==> src/rtl/l1_mem_arbiter.sv <==
// l1_mem_arbiter: round-robin sharing of one block-wide memory port between L1 I-cache refills and L1 D-cache refills/write-backs.
module l1_mem_arbiter #(
    parameter int ADDR_W  = 32,
    parameter int BLOCK_W = 128
) (
    input  logic               clock,
    input  logic               reset,
    input  logic               i_req,
    input  logic [ADDR_W-1:0]  i_addr,
    output logic [BLOCK_W-1:0] i_rdata,
    output logic               i_done,
    input  logic               d_req,
    input  logic               d_we,
    input  logic [ADDR_W-1:0]  d_addr,
    input  logic [BLOCK_W-1:0] d_wdata,
    output logic [BLOCK_W-1:0] d_rdata,
    output logic               d_done,
    output logic               mem_req,
    output logic               mem_we,
    output logic [ADDR_W-1:0]  mem_addr,
    output logic [BLOCK_W-1:0] mem_wdata,
    input  logic [BLOCK_W-1:0] mem_rdata,
    input  logic               mem_ready,
    output logic               busy,
    output logic               owner_d
);
    typedef enum logic [1:0] {IDLE, BUSY_I, BUSY_D, RESP} state_t;

    state_t               state_q, state_d;
    logic                 own_d_q, own_d_d;
    logic                 we_q, we_d;
    logic [ADDR_W-1:0]    addr_q, addr_d;
    logic [BLOCK_W-1:0]   wdata_q, wdata_d;
    logic [BLOCK_W-1:0]   i_rdata_q, i_rdata_d;
    logic [BLOCK_W-1:0]   d_rdata_q, d_rdata_d;
    logic                 grant, grant_d;

    // On a tie the port that did not win last time gets the grant.
    assign grant   = (state_q == IDLE) && (i_req || d_req);
    assign grant_d = d_req && (!i_req || !own_d_q);

    always_ff @(posedge clock) begin
        state_q <= reset ? IDLE : state_d;
    end

    always_comb begin
        state_d = (state_q == IDLE) ? (grant ? (grant_d ? BUSY_D : BUSY_I) : IDLE) :
                  (state_q == RESP) ? IDLE :
                  (mem_ready ? RESP : state_q);
    end

    always_comb begin
        own_d_d   = grant ? grant_d : own_d_q;
        addr_d    = grant ? (grant_d ? d_addr : i_addr) : addr_q;
        we_d      = grant ? (grant_d && d_we) : we_q;
        wdata_d   = (grant && grant_d) ? d_wdata : wdata_q;
        i_rdata_d = (state_q == BUSY_I && mem_ready) ? mem_rdata : i_rdata_q;
        d_rdata_d = (state_q == BUSY_D && mem_ready && !we_q) ? mem_rdata : d_rdata_q;
    end

    always_ff @(posedge clock) begin
        if (reset) begin
            own_d_q   <= 1'b0;
            we_q      <= 1'b0;
            addr_q    <= '0;
            wdata_q   <= '0;
            i_rdata_q <= '0;
            d_rdata_q <= '0;
        end else begin
            own_d_q   <= own_d_d;
            we_q      <= we_d;
            addr_q    <= addr_d;
            wdata_q   <= wdata_d;
            i_rdata_q <= i_rdata_d;
            d_rdata_q <= d_rdata_d;
        end
    end

    // The memory bus is driven to zero whenever no transfer is in flight.
    always_comb begin
        mem_req   = (state_q == BUSY_I) || (state_q == BUSY_D);
        mem_we    = (state_q == BUSY_D) && we_q;
        mem_addr  = mem_req ? addr_q : '0;
        mem_wdata = (state_q == BUSY_D) ? wdata_q : '0;
        i_done    = (state_q == RESP) && !own_d_q;
        d_done    = (state_q == RESP) && own_d_q;
        busy      = state_q != IDLE;
        owner_d   = own_d_q;
        i_rdata   = i_rdata_q;
        d_rdata   = d_rdata_q;
    end
endmodule

==> config.mk <==
export PLATFORM = sky130hd
export DESIGN_NAME = l1_mem_arbiter
export DESIGN_NICKNAME = d
export VERILOG_FILES = /design/src/rtl/l1_mem_arbiter.sv
export SDC_FILE = /design/constraint.sdc
export NUM_CORES = 1
export LEC_CHECK = 0
export CAP_MARGIN = 30
export CELL_PAD_IN_SITES_DETAIL_PLACEMENT = 1
export CELL_PAD_IN_SITES_GLOBAL_PLACEMENT = 1
export CORE_AREA = 2 2 287 289
export DETAILED_ROUTE_END_ITERATION = 10
export DIE_AREA = 0 0 289 291
export HOLD_SLACK_MARGIN = 0.03
export PLACE_DENSITY = 0.68
export SYNTH_ARGS = -nofsm -noshare
export SYNTH_HDL_FRONTEND = slang
export SYNTH_SLANG_ARGS = --single-unit
==> constraint.sdc <==
create_clock -name clock -period 1.7 [get_ports clock]
set_input_delay 0.34 -clock clock [delete_from_list [all_inputs] [get_ports clock]]
set_output_delay 0.34 -clock clock [all_outputs]
set_load 0.005 [all_outputs]
# --- Word-level counts from Yosys, hierarchy flattened ---
# Index checks and enable logic that the tools add are counted.
totals:
  regBits: 420
  latch_bits: 0
  mem_bits_rw: 0
  rom_bits: 0
  in_bits: 326
  output_inout_bits: 422
  n_memories: 0
classes:
  n_addsub: 0
  n_mul: 0
  n_div: 0
  magnitude_cmp: 0
  n_eq_ne: 3
  shift: 0
  mux: 8
  n_bitwise: 0
  n_reduce_logical: 19
ops:
  columns: ["op", "n"]
  rows:
  - ["$mux W128", 1]
  - ["$mux W32", 2]
  - ["$logic_and A1 B1 Y1", 10]
  - ["$mux W2", 5]
  - ["$eq A2 B2 Y1 const B", 2]
  - ["$logic_not A1 Y1", 3]
  - ["$logic_or A1 B1 Y1", 3]
  - ["$reduce_bool A3 Y1", 1]
  - ["$eq A2 B1 Y1 const B", 1]
  - ["$logic_not A2 Y1", 1]
  - ["$reduce_bool A2 Y1", 1]

# --- Depth between registers and ports, before layout ---
logic_depth:
  depth_word: 6
  depth_mapped: 8
  mapped_depth_nobuf: 5

# --- Least setup slack after synthesis ---
# Ideal clock, no wire load.
synth_timing:
  kind: "register -> register"
  from: "register state_q[0]"
  to: "register addr_q[0]"
  setup_time_ns: 0.122
  t_arrival_ns: 1.497
  path_slack_ns: 0.082
  stages_incl_launch_ff: 9
  path_buffers: 3
  synth_period_minus_slack_ns: 1.618
  path_cell_list: "dfxtp_1 > inv_1 > ha_1 > buf_4 > nand2_2 > buf_4 > nor3_4 > buf_2 > a221o_1"
synth_via:
  elab_chain_cells: 2
synth_lines:
  columns: ["element", "line", "source"]
  rows:
  - ["from (decl)", "29", "state_t state_q, state_d;"]
  - ["from (signal assigned)", "43", "state_q <= reset ? IDLE : state_d;"]
  - ["$logic_not A2 Y1", "39", "assign grant = (state_q == IDLE) && (i_req || d_req);"]
  - ["$logic_and A1 B1 Y1", "39", null]
  - ["to (signal assigned)", "72", "addr_q <= addr_d;"]
  - ["to (decl)", "32", "logic [ADDR_W-1:0] addr_q, addr_d;"]
# Every way passes these cells.
# A chain may end at the register's enable or synchronous reset.

# --- Final worst setup path ---
layout_timing:
  from: "register state_q[1]"
  to: "output port mem_wdata[6]"
layout_via:
  elab_chain_cells: 2
layout_lines:
  columns: ["element", "line", "source"]
  rows:
  - ["$eq A2 B2 Y1", "84", "mem_wdata = (state_q == BUSY_D) ? wdata_q : '0;"]
  - ["$mux W128", "84", null]
  - ["to (decl)", "21", "output logic [BLOCK_W-1:0] mem_wdata,"]
# Every way passes these cells.

==> flow_metrics.tcl <==
set metrics [dict create \
    crit_arrival_ns 2.01 \
    final.fill_count 9322 \
    switching_share_pct 32.5 \
    synth-seq-area-share_pct 50.0 \
    layout.area.seq_mm2 0.00841 \
    switchingPower_mw 11.8 \
    synth_nets 2381 \
    crit_path_end_kind "output pin" \
    synthMostInstantiatedCell "nand2_1" \
    hold-path-cell-count 2 \
    dp_slack_ns -0.338 \
    holdPathEnd "wdata_q[20]$_SDFFE_PP0P_" \
    drive_gt1_share_pct 22.9 \
    synth_edf_count 0 \
    relSlewSlack_pct 77.6 \
    synth_common_cells "nand2_1 (513), dfxtp_1 (420), a21oi_1 (386)" \
    antenna_found_initial 21 \
    clockRootBuffer "clkbuf_16" \
    synth_area_mm2 0.0168 \
    rsz0062_at_grt "yes" \
    rows 105 \
    dr_total_vias 18600 \
    synth_cells 2050 \
    fmax_mhz 426 \
    crit_path_start_kind "register" \
    p_int_mw 24.5 \
    ctsHoldBuffers 0 \
    worstPathRequired_ns 1.36 \
    power.leakage_nw 11.2 \
    multi_input_area_mm2 0.00826 \
    grt_pass1_wl_um 118000 \
    synthToLayoutAreaGrowth_pct 79.6 \
    wl_per_cell_um 21.6 \
    drcViolationCount 0 \
    worst_pin_slew_ns 0.336 \
    yosys_warnings 0 \
    synth_ff_type "dfxtp_1" \
    hpwl_um 58100 \
    synthMuxAreaShare_pct 0 \
    ys_types 31 \
    cts_max_path_buffers 3 \
    setup_viol 599 \
    min_period_ns 2.35 \
    port_buffers 747 \
    yosys.area_share.simple_pct 19.5 \
    clock_latency_ns 0.60 \
    seqPwrFrac_pct 32.8 \
    rr_worst_depth 12 \
    cts_tree "yes" \
    synthTopCellsByArea "dfxtp_1 (50%), a21oi_1 (11%), nand2_1 (11%)" \
    failed_checks "negative setup slack" \
    status "finished with violations" \
    path_clk_slew_ns 0.06 \
    timing.rr.end "d_rdata[45]$_SDFFE_PP0P_" \
    fin_ws_ns -0.648 \
    dr.first_iter.drc_count 670 \
    clock-sinks 420 \
    report.final.slew_viol_count 0 \
    syn_avg_cell_area_um2 8.20 \
    synth_top_family_by_area "compound AO/OA/AOI/OAI gates" \
    ant_nets 0 \
    min_from "reset" \
    place_congestion 0.844 \
    p_per_area_mw_per_mm2 1200 \
    start_util_pct 20.7 \
    skew_ns 0.0201 \
    final.period_utilization_pct 138 \
    r2r_slack_ns -0.48 \
    synth_xor_xnor_area_share_pct 0 \
    wl_um 85600 \
    core-area_mm2 0.0812 \
    clkPwrFrac_pct 29.4 \
    synth_top_area_cell "dfxtp_1" \
    hp-class "primary input to register" \
    maxCapViolCount 0 \
    grt_max_degree 65 \
    die-area_mm2 0.0841 \
    rr_startpoint "state_q[1]$_SDFFE_PP0P_" \
    grt_usage_pct 18.3 \
    first_global_vias 18600 \
    p_total_mw 36.3 \
    hold_ws_ns 0.0905 \
    die_x_um 289 \
    worstSetupPathType "register to output pin" \
    async_flop_share_pct 0 \
    cts-htree-levels 2 \
    cts_buffers 50 \
    io_pins 748 \
    vdd_drop_max_mv 0.694 \
    synth_compound_area_share_pct 24.3 \
    drt_pass1_iterations 5 \
    synth_fa_ha_area_share_pct 0.372 \
    fp.dieH_um 291 \
    combPwrFrac_pct 37.9 \
    path_max_fanout 8 \
    synth_top_area_share_pct 50.0 \
    gr-total-overflow 0 \
    nets 3183 \
    via_per_inst 4.68 \
    finalHoldViolations 0 \
    synth-seq-cells 420 \
]
-- cell usage in the layout (no fill, tap or decap), drive strengths merged, types with 2 or more instances in the layout --
cell	netlist	final
a21oi	386	386
a221o	32	32
and2	164	164
buf	110	302
clkbuf	106	128
clkdlybuf4s15	0	7
clkdlybuf4s50	0	579
clkinv	0	12
clkinvlp	0	2
dfxtp	420	420
diode	0	10
dlygate4sd2	0	24
ha	5	5
inv	8	11
nand2	514	514
nand2b	2	2
nor2	2	2
nor3b	32	32
o2111ai	129	129
o21ai	129	129
-- worst max-delay path, cell delays in order (launching register included) --
cell and delay (ns):
dfxtp_2 0.34, buf_6 0.12, ha_4 0.17, buf_12 0.15
buf_12 0.13, buf_8 0.13, buf_6 0.12, and2_4 0.15
buf_6 0.11
-- per-layer routing --
metal	global-route usage, %	part of all wire [%]
met3	5.46	7.5
met4	6.41	2.6
met5	0	0.063
met1	21.0	39
met2	31.9	50
-- kinds of logic (layout without fill, tap and decap cells) --
family          count (synthesis)  after routing
compound gates                680            680
buf+inv                       224           1066
other cells                     0             10
fa+ha+maj                       5              5
flops                         420            420
simple gates                  721            721
-- through the flow --
step / std cells / area (µm²) / setup TNS (ns) / util (%)
6_report: 3972 / 30200 / -156.52 / 37.2
5_1_grt: 3969 / 30200 / -211.08 / 37.2
4_1_cts: 3925 / 28400 / -174.20 / 35.0
3_5_place_dp: 3791 / 26400 / -119.54 / 32.5
3_3_place_gp: 3791 / 26400 / -109.60 / 32.5
2_1_floorplan: 2050 / 16800 / 0 / -
-- sequential cells by signal, summed over array words and instances (netlist names) --
register / count
state_q: 2
owner_d: 1
i_rdata: 128
wdata_q: 128
we_q: 1
d_rdata: 128
addr_q: 32
-- how the worst max path moves through the flow --
stage	startpoint	end
5_1_grt	state_q[1]$_SDFFE_PP0P_	mem_addr[24]
4_1_cts	state_q[1]$_SDFFE_PP0P_	mem_addr[26]
3_3_place_gp	state_q[0]$_SDFFE_PP0P_	mem_wdata[99]
3_5_place_dp	mem_ready	i_rdata[31]$_SDFFE_PP0P_
2_1_floorplan	state_q[0]$_SDFFE_PP0P_	addr_q[0]$_SDFFE_PP0N_
6_report	state_q[1]$_SDFFE_PP0P_	mem_wdata[6]
-- power by group through the flow --
| stage | clock network [mW] | logic [mW] | registers (mW) |
|---|---|---|---|
| 6_report | 10.7 | 13.7 | 11.9 |
| 3_5_place_dp | 0 | 10.1 | 12.0 |
| 3_3_place_gp | 0 | 9.97 | 12.0 |
| 4_1_cts | 11.0 | 12.0 | 11.9 |
| 5_1_grt | 11.4 | 14.7 | 12.0 |
| 2_1_floorplan | 0 | 4.24 | 11.8 |
-- cell type report --
class | count | share of cell area [%]
multi-input combinational | 1406 | 27.4
clock inverter | 18 | 0.547
sequential | 420 | 27.9
clock buffer | 74 | 4.81
tap | 1070 | 4.43
antenna | 10 | 0.0829
inverter | 8 | 0.133
timing repair buffer | 966 | 34.8
-- repair_timing --
item	in CTS	in global routing
gates resized for setup	540	442
endpoints found under the setup margin	599	656
pin swaps	16	116
cloned	10	25
buffers inserted	33	24
No activity file was read; power rests on OpenSTA's default activity.
